[config.mk]
export PLATFORM = sky130hd
export DESIGN_NAME = param_seq_detector
export DESIGN_NICKNAME = d
export VERILOG_FILES = /design/src/rtl/param_seq_detector.sv
export SDC_FILE = /design/constraint.sdc
export NUM_CORES = 1
export LEC_CHECK = 0
export ABC_AREA = 1
export BUFFER_PORTS_ARGS = -buffer_cell sky130_fd_sc_hd__clkbuf_2
export CAP_MARGIN = 30
export CELL_PAD_IN_SITES_DETAIL_PLACEMENT = 0
export CELL_PAD_IN_SITES_GLOBAL_PLACEMENT = 1
export CORE_MARGIN = 10
export CORE_UTILIZATION = 43
export DETAILED_ROUTE_END_ITERATION = 8
export GPL_TIMING_DRIVEN = 1
export PLACE_DENSITY = 0.93
export SKIP_LAST_GASP = 1
export SYNTH_ARGS = -nofsm -noshare
export SYNTH_HDL_FRONTEND = slang
export SYNTH_SLANG_ARGS = --single-unit
[constraint.sdc]
create_clock -name clk -period 4.4 [get_ports clk]
set_clock_uncertainty 0.1 [all_clocks]
set_input_delay 0.66 -clock clk [delete_from_list [all_inputs] [get_ports clk]]
set_output_delay 0.66 -clock clk [all_outputs]
set_load 0.1 [all_outputs]
[src/rtl/param_seq_detector.sv]
// Programmable serial pattern detector.
// Flags each occurrence of a loaded PAT_LEN-bit pattern in a qualified
// serial stream. Overlapping and non-overlapping matching are both
// supported. A saturating counter tracks the number of matches.
//
// state | meaning
// ------+------------------------------------------------------------
// IDLE  | after reset; input stream ignored, waiting for first load
// HUNT  | pattern loaded; every valid bit is shifted in and compared
module param_seq_detector #(
    parameter int PAT_LEN = 4,
    parameter int CNT_W   = 8
) (
    input  logic               clk,
    input  logic               reset,
    input  logic               load,
    input  logic [PAT_LEN-1:0] pattern,
    input  logic               overlap,
    input  logic               in_valid,
    input  logic               in,
    input  logic               clear,
    output logic               armed,
    output logic               match,
    output logic [CNT_W-1:0]   match_count
);

    localparam int FILL_W = $clog2(PAT_LEN + 1);
    localparam logic [FILL_W-1:0] FILL_FULL = FILL_W'(PAT_LEN);
    localparam logic [CNT_W-1:0]  CNT_MAX   = '1;

    typedef enum logic {
        IDLE = 1'b0,
        HUNT = 1'b1
    } state_t;

    state_t             state, state_nxt;
    logic [PAT_LEN-1:0] pat_q, pat_nxt;
    logic               ovl_q, ovl_nxt;
    logic [PAT_LEN-1:0] hist, hist_nxt, hist_shift;
    logic [FILL_W-1:0]  fill, fill_nxt, fill_inc;
    logic               hit;
    logic [CNT_W-1:0]   cnt_nxt;

    // State, pattern/history registers and registered outputs.
    always_ff @(posedge clk or negedge reset) begin
        if (!reset) begin
            state       <= IDLE;
            pat_q       <= '0;
            ovl_q       <= 1'b0;
            hist        <= '0;
            fill        <= '0;
            match       <= 1'b0;
            match_count <= '0;
        end else begin
            state       <= state_nxt;
            pat_q       <= pat_nxt;
            ovl_q       <= ovl_nxt;
            hist        <= hist_nxt;
            fill        <= fill_nxt;
            match       <= hit;
            match_count <= cnt_nxt;
        end
    end

    // Next-state, history shift, hit detection and counter update.
    // fill counts valid bits in the current window (saturating at PAT_LEN)
    // so that stale history can never produce a match.
    always_comb begin
        state_nxt  = state;
        pat_nxt    = pat_q;
        ovl_nxt    = ovl_q;
        hist_nxt   = hist;
        fill_nxt   = fill;
        hit        = 1'b0;
        cnt_nxt    = match_count;
        hist_shift = {hist[PAT_LEN-2:0], in};
        fill_inc   = (fill == FILL_FULL) ? FILL_FULL : fill + FILL_W'(1);

        if (load) begin
            // The bit presented alongside load is discarded.
            state_nxt = HUNT;
            pat_nxt   = pattern;
            ovl_nxt   = overlap;
            hist_nxt  = '0;
            fill_nxt  = '0;
        end else if (state == HUNT && in_valid) begin
            hit      = (fill_inc == FILL_FULL) && (hist_shift == pat_q);
            hist_nxt = hist_shift;
            fill_nxt = fill_inc;
            if (hit && !ovl_q) begin
                // Non-overlapping: the next match needs a full fresh window.
                hist_nxt = '0;
                fill_nxt = '0;
            end
        end

        // Clear beats a simultaneous hit; the match pulse still fires.
        if (clear) begin
            cnt_nxt = '0;
        end else if (hit && (match_count != CNT_MAX)) begin
            cnt_nxt = match_count + CNT_W'(1);
        end
    end

    assign armed = (state == HUNT);

endmodule

* After elaboration in Yosys (flattened, before gate mapping)
Cells that the tools add are included.
** Word-level totals
- Input port bits :: 11
- Logic and storage cells :: 31
- Register bits after elaboration :: 21
** Operators by class
- Reductions and logical operators :: 7
- Eq/ne operators :: 4
- Add/sub/neg operators :: 2
- Mux-type cells :: 11
** Operators with widths (number)
- $mux 3 :: 7
- $mux 8 :: 2
- $add 8x1->8 const B :: 1
- $ne 8x8->1 const B :: 1
- $eq 3x3->1 const B :: 2
- $eq 4x4->1 :: 1
- $logic_and 1x1->1 :: 4
- $reduce_bool 2->1 :: 2
- $add 3x1->3 const B :: 1
- $mux 1 :: 2
- $logic_not 1->1 :: 1

* Longest topological paths before layout
Gate-level depths: netlist of run 1.
- Word-level depth :: 9
- Depth in mapped cells :: 9
- Depth with buffers taken out :: 9

* Worst setup path after synthesis of run 1
OpenSTA, ideal clock, no wires.
- Kind :: reg-to-reg
- Start point :: register match_count[0]
- End point :: register match_count[6]
- Data required time :: 4231 ps
- Data arrival time :: 2111 ps
- Cell stages (with the launch flop) :: 8
- Path buffers :: 0
- Clock period less this slack :: 2280 ps
- Setup time :: 69 ps
- Setup slack :: 2120 ps
- Path through :: dfrtp_1 ha_1 nand2_1 nor3_4 nand3_4 nand3_4 nand3_1 nand2_1
** On the way
- Cells in the longest elaborated chain, start to end :: 3
- Elaborated cells on any way between the ends :: 6
- Those cells by class :: 1 x add/sub; 1 x eq/ne; 2 x mux; 2 x reduce/logical
** RTL lines
- start: declaration :: RTL line 24 : output logic [CNT_W-1:0] match_count
- start signal: assignment :: RTL line 61 : match_count <= cnt_nxt;
- $add 8x1->8 or $ne 8x8->1 (tied branches) :: RTL line 101, 100
- $mux 8 or $logic_and 1x1->1 (tied branches) :: RTL line 100 : end else if (hit && (match_count != CNT_MAX)) begin
- $mux 8 or $reduce_bool 2->1 (tied branches)
Parallel ways exist; a longest one is shown, timed or not. The select of a mux whose other input is x is not followed.
A chain may end at the register's enable or synchronous reset.

* Worst setup path after layout of run 1
- Start point :: register match_count[6]
- End point :: output match_count[6]
No word-level cell between the ends.

==> results of run 1 <==
==> cells in the mapped netlist (2+ instances only) <==
cell type	count	share of area [%]
ha_1	3	3.2
nor2_1	3	0.95
nand2_1	38	12
dfrtp_1	21	44
nand3_4	2	3.0
o21ai_0	7	3.0
inv_1	25	7.9
nor3_4	2	2.8
xor2_1	3	2.2
nor2_2	2	1.1
nand4_1	9	4.8
o21ai_1	4	1.7
nand3_1	18	7.6
nand2_2	3	1.6
==> layout make-up <==
| type | instances | area share, % |
|---|---|---|
| multi-input combinational | 98 | 41.1 |
| sequential | 21 | 39.3 |
| timing repair buffer | 20 | 7.48 |
| inverter | 26 | 7.29 |
| tap | 30 | 2.80 |
| clock buffer | 3 | 1.68 |
| clock inverter | 1 | 0.374 |
==> per-stage QoR <==
step	std cells	hold WS, ns
after detailed placement	195	0.435
after global placement	195	0.404
after floorplan	147	0.264
after CTS	199	0.222
after global routing	199	0.224
final	199	0.190
==> state kept, by name, summed over array words and instances (netlist names) <==
name / count
match_count: 8
pat_q: 4
fill: 3
hist: 3
armed: 1
match: 1
ovl_q: 1
==> logic make-up after synthesis <==
family / share of synthesized area (%)
simple gates: 35.1
buf+inv: 8.99
flops: 44.4
compound gates: 6.03
xor+xnor: 2.22
fa+ha+maj: 3.17
==> path summary, 6_finish.rpt <==
| check | from | endpoint | slack (ns) | depth (start not counted) |
|---|---|---|---|---|
| max | match_count[6] | match_count[6] | 2.34 | 1 |
| min | reset | ovl_q | 0.19 | 1 |
| max reg2reg | fill[0] | match_count[1] | 2.60 | 7 |
| min reg2reg | ovl_q | ovl_q | 0.46 | 2 |
| max in group asynchronous | reset | fill[0] | 3.65 | 1 |
| min in group clk | pattern[3] | pat_q[3] | 0.44 | 3 |
==> metal layers <==
layer	track usage [%]	part of all wire (%)	vias to the layer above
met5	0	0	-
met4	5.06	2.1	0
met3	1.77	2.6	5
met2	15.7	46	13
met1	13.3	49	440
li1	-	-	522
==> power breakdown <==
part	switching [mW]	total, mW	internal [mW]
Sequential	0.00402	0.204	0.200
Combinational	0.0259	0.0390	0.0131
Clock	0.0612	0.0952	0.0340
==> metrics.cfg, run 1 <==
[grt]
track_usage_pct=10.2
antenna_found_initial=0
grt_pass1_wl_um=4490
grt_pass1_vias=996
grt-ovfl-total=0
grt_max_degree=22

[worst_setup_path]
required_ns=3.64
critPathCaptureType=output port
path_cells=clkbuf_2
cp.arrival_ns=1.30
critical_path.max_stage_delay_ns=0.50
critPathKind=reg -> out
slowest_stage=clkbuf_2
crit_path_start_kind=flip-flop
cp.buffers_inverters=1
path_max_fanout=5
cp_top_family=buffers and inverters

[sta]
max_freq_mhz=486
hold_violations=0
fin_crit_sh_pct=46.8
period_minus_slack_ns=2.06
rsz0062_at_grt=false
setup_tns_ns=0
fin_ws_ns=2.34
setup_viol=0
tightestPinTransition_ns=0.545
slew_headroom_pct=63.8
final_max_slew_viol_count=0

[layout]
final_common_cell=nand2_1
final_nets=184
fillers=254
multiInputGateArea_um2=551
antennaDiodeCount=0
mostFrequentLayoutCells=nand2_1, inv_1, dfrtp_1
drive_gt1_share_pct=21.9
seq_area_um2=526
utilization_pct=52.6
area_growth_pct=13.2
final_area_um2=1340

[clocking]
clock_path_buffers=2
cts_tree=yes
numCtsBuffers=3
h-tree-depth=1
insertion_delay_ns=0.31
cts_root_buf=clkbuf_4
postCtsHoldBufs=0
cts_resized=0
post_cts_buffers=0
path_clk_slew_ns=0.13
cts.sinks=21

[logic_synthesis]
ys_ff_latch=21
syn-instance-count=147
yosys_warnings=0
synth-edff-count=0
async_flop_share_pct=100
ys.flop_type=dfrtp_1
synth_cell_types=21
synthesis.area_um2=1180
yosysSeqAreaShare_pct=44.4
syn_avg_cell_area_um2=8.04
syn_nets=161

[floorplanning]
start_util_pct=46.5
core_area_um2=2540
die_h_um=72.4
rows=18
dieWidth_um=72.4
dieArea_um2=5250
ioPinCount=21

[pwr]
leakage_nw=0.772
vdd_drop_max_uv=170
power_mw=0.338
power.density_nw_per_um2=253

[run]
drv_cap=0

[detailed_routing]
drt_wl_total_um=2420
first_pass_iters=4
drc=0
vias=980
via_per_inst=4.92
wl_per_cell_um=12.2
drt_iter0_drc=39
ant_nets=0

[place]
numPortBuffers=20
dp_slack_ns=2.52
dp_hpwl_um=1880
dpl-instance-area_um2=1310
place_congestion=0.745

[worst_hold_path]
hold_path_class=in -> async

[run_status]
status=complete, no violations

Note: power is estimated with default switching activity, not from simulation.
==> run 2, diff against run 1 <==
- CORE_UTILIZATION: 43 -> 40
- PLACE_DENSITY: 0.93 -> 0.88
- clock period: 4.4 -> 2.1 ns (I/O delays scaled with it)
==> run 2 against run 1 <==
  * Non-clock buffer count up 1
  * Cell area up 1.1%
  * Sequential share of layout area down 0.16 points
  * Count of clock-buffer cells in the layout unchanged
  * Clock power up 110%
==> metrics.cfg, run 2 (synthesized netlist as in run 1, its figures left out) <==
[layout]
final_nets=185
fillers=297
largest_reg_flops=8
stdcell_count=201
final_area_um2=1350
drive_gt1_share_pct=23.5
mostFrequentLayoutCells=nand2_1, inv_1, clkbuf_2
antennaDiodeCount=0
reg_top3=match_count: 8 flops, pat_q: 4 flops
top_register=match_count
final_common_cell=nand2_1
area_growth_pct=14.5

[sta]
setup_tns_ns=0
tightestPinTransition_ns=0.547
period_minus_slack_ns=1.78
fin_crit_sh_pct=84.7
setup_viol=0
rsz0062_at_grt=false
hold_violations=0
slew_headroom_pct=63.7
fin_ws_ns=0.320
final_max_slew_viol_count=0
max_freq_mhz=562

[detailed_routing]
via_per_inst=5.09
wl_per_cell_um=12.9
topRoutingLayerUsed=met4
vias=1024
drt-met1-wl_um=1170
first_pass_iters=4
drt_wl_total_um=2590
drc=0
wl_met3_um=65
ant_nets=0
wl_met2_um=1330
drt_iter0_drc=37

[floorplanning]
die_h_um=74.4
dieArea_um2=5530
dieWidth_um=74.4
core_area_um2=2780
rows=19
ioPinCount=21
start_util_pct=42.5

[place]
dp_slack_ns=0.338
numPortBuffers=20
dp_hpwl_um=2000
dpl-instance-area_um2=1320
place_congestion=0.780
placed_cells=196

[clocking]
insertion_delay_ns=0.30
cts_root_buf=clkbuf_4
path_clk_slew_ns=0.12
cts.sinks=21
cts_resized=0
cts_tree=yes
h-tree-depth=1
numCtsBuffers=3
clock_path_buffers=2

[worst_hold_path]
min-delay-start=pattern[2]
hold_path_class=in -> reg

[worst_setup_path]
crit_path_start_kind=flip-flop
cp-startpoint=fill[0]
cp.arrival_ns=1.93
required_ns=2.25
critPathKind=reg -> reg
path_max_fanout=9
critPathCaptureType=flip-flop
r2r_start=fill[0]

[pwr]
leakage_nw=0.772
vdd_drop_max_uv=395
power.density_nw_per_um2=524

[run_status]
status=complete, no violations

[grt]
grt_pass1_wl_um=4600
track_usage_pct=10.2
antenna_found_initial=0
grt_pass1_vias=1062
grt-ovfl-total=0
grt_max_degree=22

[run]
drv_cap=0

run 2: cell types whose count changed in the layout (fill, tap and decap cells not counted):
cell / delta
dfrtp_1: -3
dfrtp_2: +3
dlygate4sd3_1: +1
run 2: through the flow:
stage | utilization (%) | total power, mW | hold WS, ns
final | 48.7 | 0.709 | 0.116
after global routing | 48.7 | 0.751 | 0.119
after CTS | 48.7 | 0.717 | 0.109
after detailed placement | 47.3 | 0.519 | 0.235
after global placement | 47.3 | 0.515 | 0.224
after floorplan | - | 0.488 | -0.0806
run 2: report_power, final:
| group | switching (mW) | total (mW) | internal, mW |
|---|---|---|---|
| Combinational | 0.0562 | 0.0848 | 0.0286 |
| Clock | 0.126 | 0.197 | 0.0709 |
| Sequential | 0.00819 | 0.427 | 0.419 |
run 2: worst max-delay path, stage by stage, from the launching register on:
cell and delay [ns]:
dfrtp_1 0.40, inv_1 0.12, ha_1 0.27, o21ai_2 0.15, nand2_2 0.09, nor3_4 0.35, nand4_1 0.15, nand2_1 0.09
run 2: final timing paths:
check	cells after the start	endpoint	slack (ns)
hold reg to reg	2	ovl_q	0.45
setup reg to reg	7	match_count[4]	0.32
max in group asynchronous	2	match_count[2]	1.11
min in group asynchronous	2	match_count[7]	0.40
setup / recovery	7	match_count[4]	0.32
hold / removal	3	pat_q[2]	0.12
run 2: routing by layer:
layer  vias up  track usage [%]
li1        517                -
met1       496             12.1
met2         9             17.2
met3         2             2.39
met4         0             3.86
met5         -                0
run 2: layout make-up:
cell class / count / area [um2] / share of cell area (%)
multi-input combinational: 98 / 551 / 40.7
inverter: 26 / 97.6 / 7.21
sequential: 21 / 529 / 39.1
timing repair buffer: 21 / 110 / 8.13
clock inverter: 1 / 5.00 / 0.370
clock buffer: 3 / 22.5 / 1.66
tap: 31 / 38.8 / 2.87
run 2: what timing repair did:
item,4_1_cts,5_1_grt
setup buffers,0,0
hold endpoints to repair,21,0
hold buffers,1,0
==> run 3, diff against run 2 <==
- ABC_AREA: 1 -> 0
- PLACE_DENSITY: 0.88 -> 0.86
- clock period: 2.1 -> 1.8 ns (I/O delays scaled with it)
==> run 3 against run 2 <==
  * The flow now finishes with violations (setup timing)
  * Cell count fell by 9.5%
  * Cell area is 7.7% higher
  * Critical endpoint unchanged
  * Sequential power is 17% higher
  * Count of clock-buffer cells in the layout is the same
  * Global-route usage is 1.5 points higher
==> metrics.cfg, run 3 <==
[worst_setup_path]
crit_path_start_kind=flip-flop
r2r_slack_ns=-0.65
path_max_fanout=5
r2r_end=match_count[4]
required_ns=1.94
cp-startpoint=fill[1]
critPathKind=reg -> reg
r2r_cells=6
r2r_start=fill[1]
cp.arrival_ns=2.59
critPathCaptureType=flip-flop

[layout]
final_nets=167
antennaDiodeCount=0
fillers=247
top_register=match_count
drive_gt1_share_pct=42.1
reg_top3=match_count: 8 flops, pat_q: 4 flops
largest_reg_flops=8
mostFrequentLayoutCells=clkbuf_2, buf_4, dfrtp_1
area_growth_pct=35.9
stdcell_count=182
final_area_um2=1460

[logic_synthesis]
yosys_warnings=0
yosys.area.top_type_share_pct=49.0
synth-compound-area-share_pct=14.7
synthesis.area_um2=1070
ys.flop_type=dfrtp_1
synth.top_cells.by_area=dfrtp_1, a21oi_1, mux2_2
syn-instance-count=108
synth_largest_area_cell=dfrtp_1
async_flop_share_pct=100
synth_top_family_by_area=simple AND/OR/NAND/NOR gates
syn_nets=122
synth-edff-count=0
synthAdderAreaFrac_pct=3.50
synth_mux_area_share_pct=5.25
synth_cell_types=30
synthTopCellsByCount=dfrtp_1, a21oi_1, nand2_1, nor2_1
yosysMostFrequentCell=dfrtp_1
ys_ff_latch=21
yosys.area_share.simple_pct=21.4
syn_avg_cell_area_um2=9.93
yosysSeqAreaShare_pct=49.0
synth_xor_area_share_pct=3.27

[clocking]
numCtsBuffers=3
path_clk_slew_ns=0.13
cts_tree=yes
cts_root_buf=clkbuf_4
clock_path_buffers=2
insertion_delay_ns=0.31
cts.sinks=21
h-tree-depth=1

[floorplanning]
core_area_um2=2520
start_util_pct=42.5
die_h_um=71.8
ioPinCount=21
rows=18
dieWidth_um=71.8
dieArea_um2=5150

[pwr]
leakage_nw=0.646
vdd_drop_max_uv=363
power.density_nw_per_um2=580

[sta]
hold_violations=0
tightestPinTransition_ns=0.545
period_minus_slack_ns=2.45
max_freq_mhz=408
rsz0062_at_grt=true
slew_headroom_pct=63.8
fin_crit_sh_pct=136
setup_viol=9
final_max_slew_viol_count=0
fin_ws_ns=-0.651

[grt]
grt-ovfl-total=0
grt_pass1_wl_um=5060
grt_max_degree=22
grt_pass1_vias=1098
antenna_found_initial=0
track_usage_pct=11.6

[detailed_routing]
drc=0
vias=996
via_per_inst=5.47
first_pass_iters=4
drt_iter0_drc=62
wl_per_cell_um=15.5
ant_nets=0
drt_wl_total_um=2830

[place]
placed_cells=175
dpl-instance-area_um2=1390
dp_hpwl_um=2080
place_congestion=0.877
numPortBuffers=20

[worst_hold_path]
min-delay-start=pattern[1]
hold_path_class=in -> reg
whs_path_depth=2
hold_end=pat_q[1]

[run_status]
failed_checks=setup timing
status=finished with violations

[run]
drv_cap=0

-- run 3: cell types whose count changed after synthesis, moves of 5 or more --
cell,delta
a21oi_1,+15
mux2_2,+5
nand2_1,-29
nand4_1,-8
inv_1,-21
nand3_1,-13
-- run 3: power breakdown --
group / internal (mW) / total (mW) / switching [mW]
logic: 0.0560 / 0.109 / 0.0532
clock network: 0.0829 / 0.235 / 0.152
registers: 0.488 / 0.501 / 0.0124
-- run 3: cells by family after synthesis --
family / Yosys count
adder cells (fa/ha/maj): 3
AO/OA/AOI/OAI: 26
flip-flops: 21
multiplexers: 5
buffers and inverters: 8
AND/OR/NAND/NOR: 41
XOR/XNOR: 4
-- run 3: worst max-delay path: stages, from the launching register on --
cell      delay (ns)
dfrtp_1         0.42
ha_2            0.20
a21bo_1         0.19
a2111o_1        0.45
or3b_4          0.41
or4_1           0.48
a21oi_1         0.14
-- run 3: cell type report --
class	count	area [um2]	share of cell area (%)
clock buffers	3	22.5	1.55
clock inverters	1	5.00	0.343
multi-input cells	80	561	38.5
inverters	4	17.5	1.20
flip-flops and latches	21	532	36.5
well taps	30	37.5	2.58
repair buffers	43	283	19.4
-- run 3: layer usage --
metal	track usage, %	vias to the layer above	share of wire, %
li1	-	481	-
met1	13.1	490	44
met2	20.2	23	49
met3	4.55	2	6.3
met4	2.58	0	0.32
met5	0	-	0
-- run 3: worst max-delay path by stage --
stage | endpoint
floorplan | match_count[3]
global placement | match_count[5]
detailed placement | match_count[4]
CTS | match_count[4]
global route | match_count[5]
finish | match_count[4]
-- run 3: through the flow --
stage / setup TNS (ns) / hold slack, ns / setup WS, ns / total power [mW] / util [%]
after floorplan: -3.29 / -0.126 / -0.461 / 0.562 / -
after global placement: -3.76 / 0.175 / -0.526 / 0.609 / 55.0
after detailed placement: -4.58 / 0.178 / -0.638 / 0.614 / 55.0
after CTS: -4.38 / 0.0669 / -0.608 / 0.856 / 57.2
after global routing: -5.67 / 0.0515 / -0.729 / 0.894 / 57.8
final: -4.71 / 0.0787 / -0.651 / 0.845 / 57.8
-- run 3: what timing repair did --
item | CTS | global route
gates resized for setup | 2 | 4
gates cloned | 1 | 0
pin swaps | 1 | 5
endpoints found under the setup margin | 9 | 12
hold buffers | 1 | 0
buffers inserted | 1 | 1
hold endpoints to repair | 21 | 0
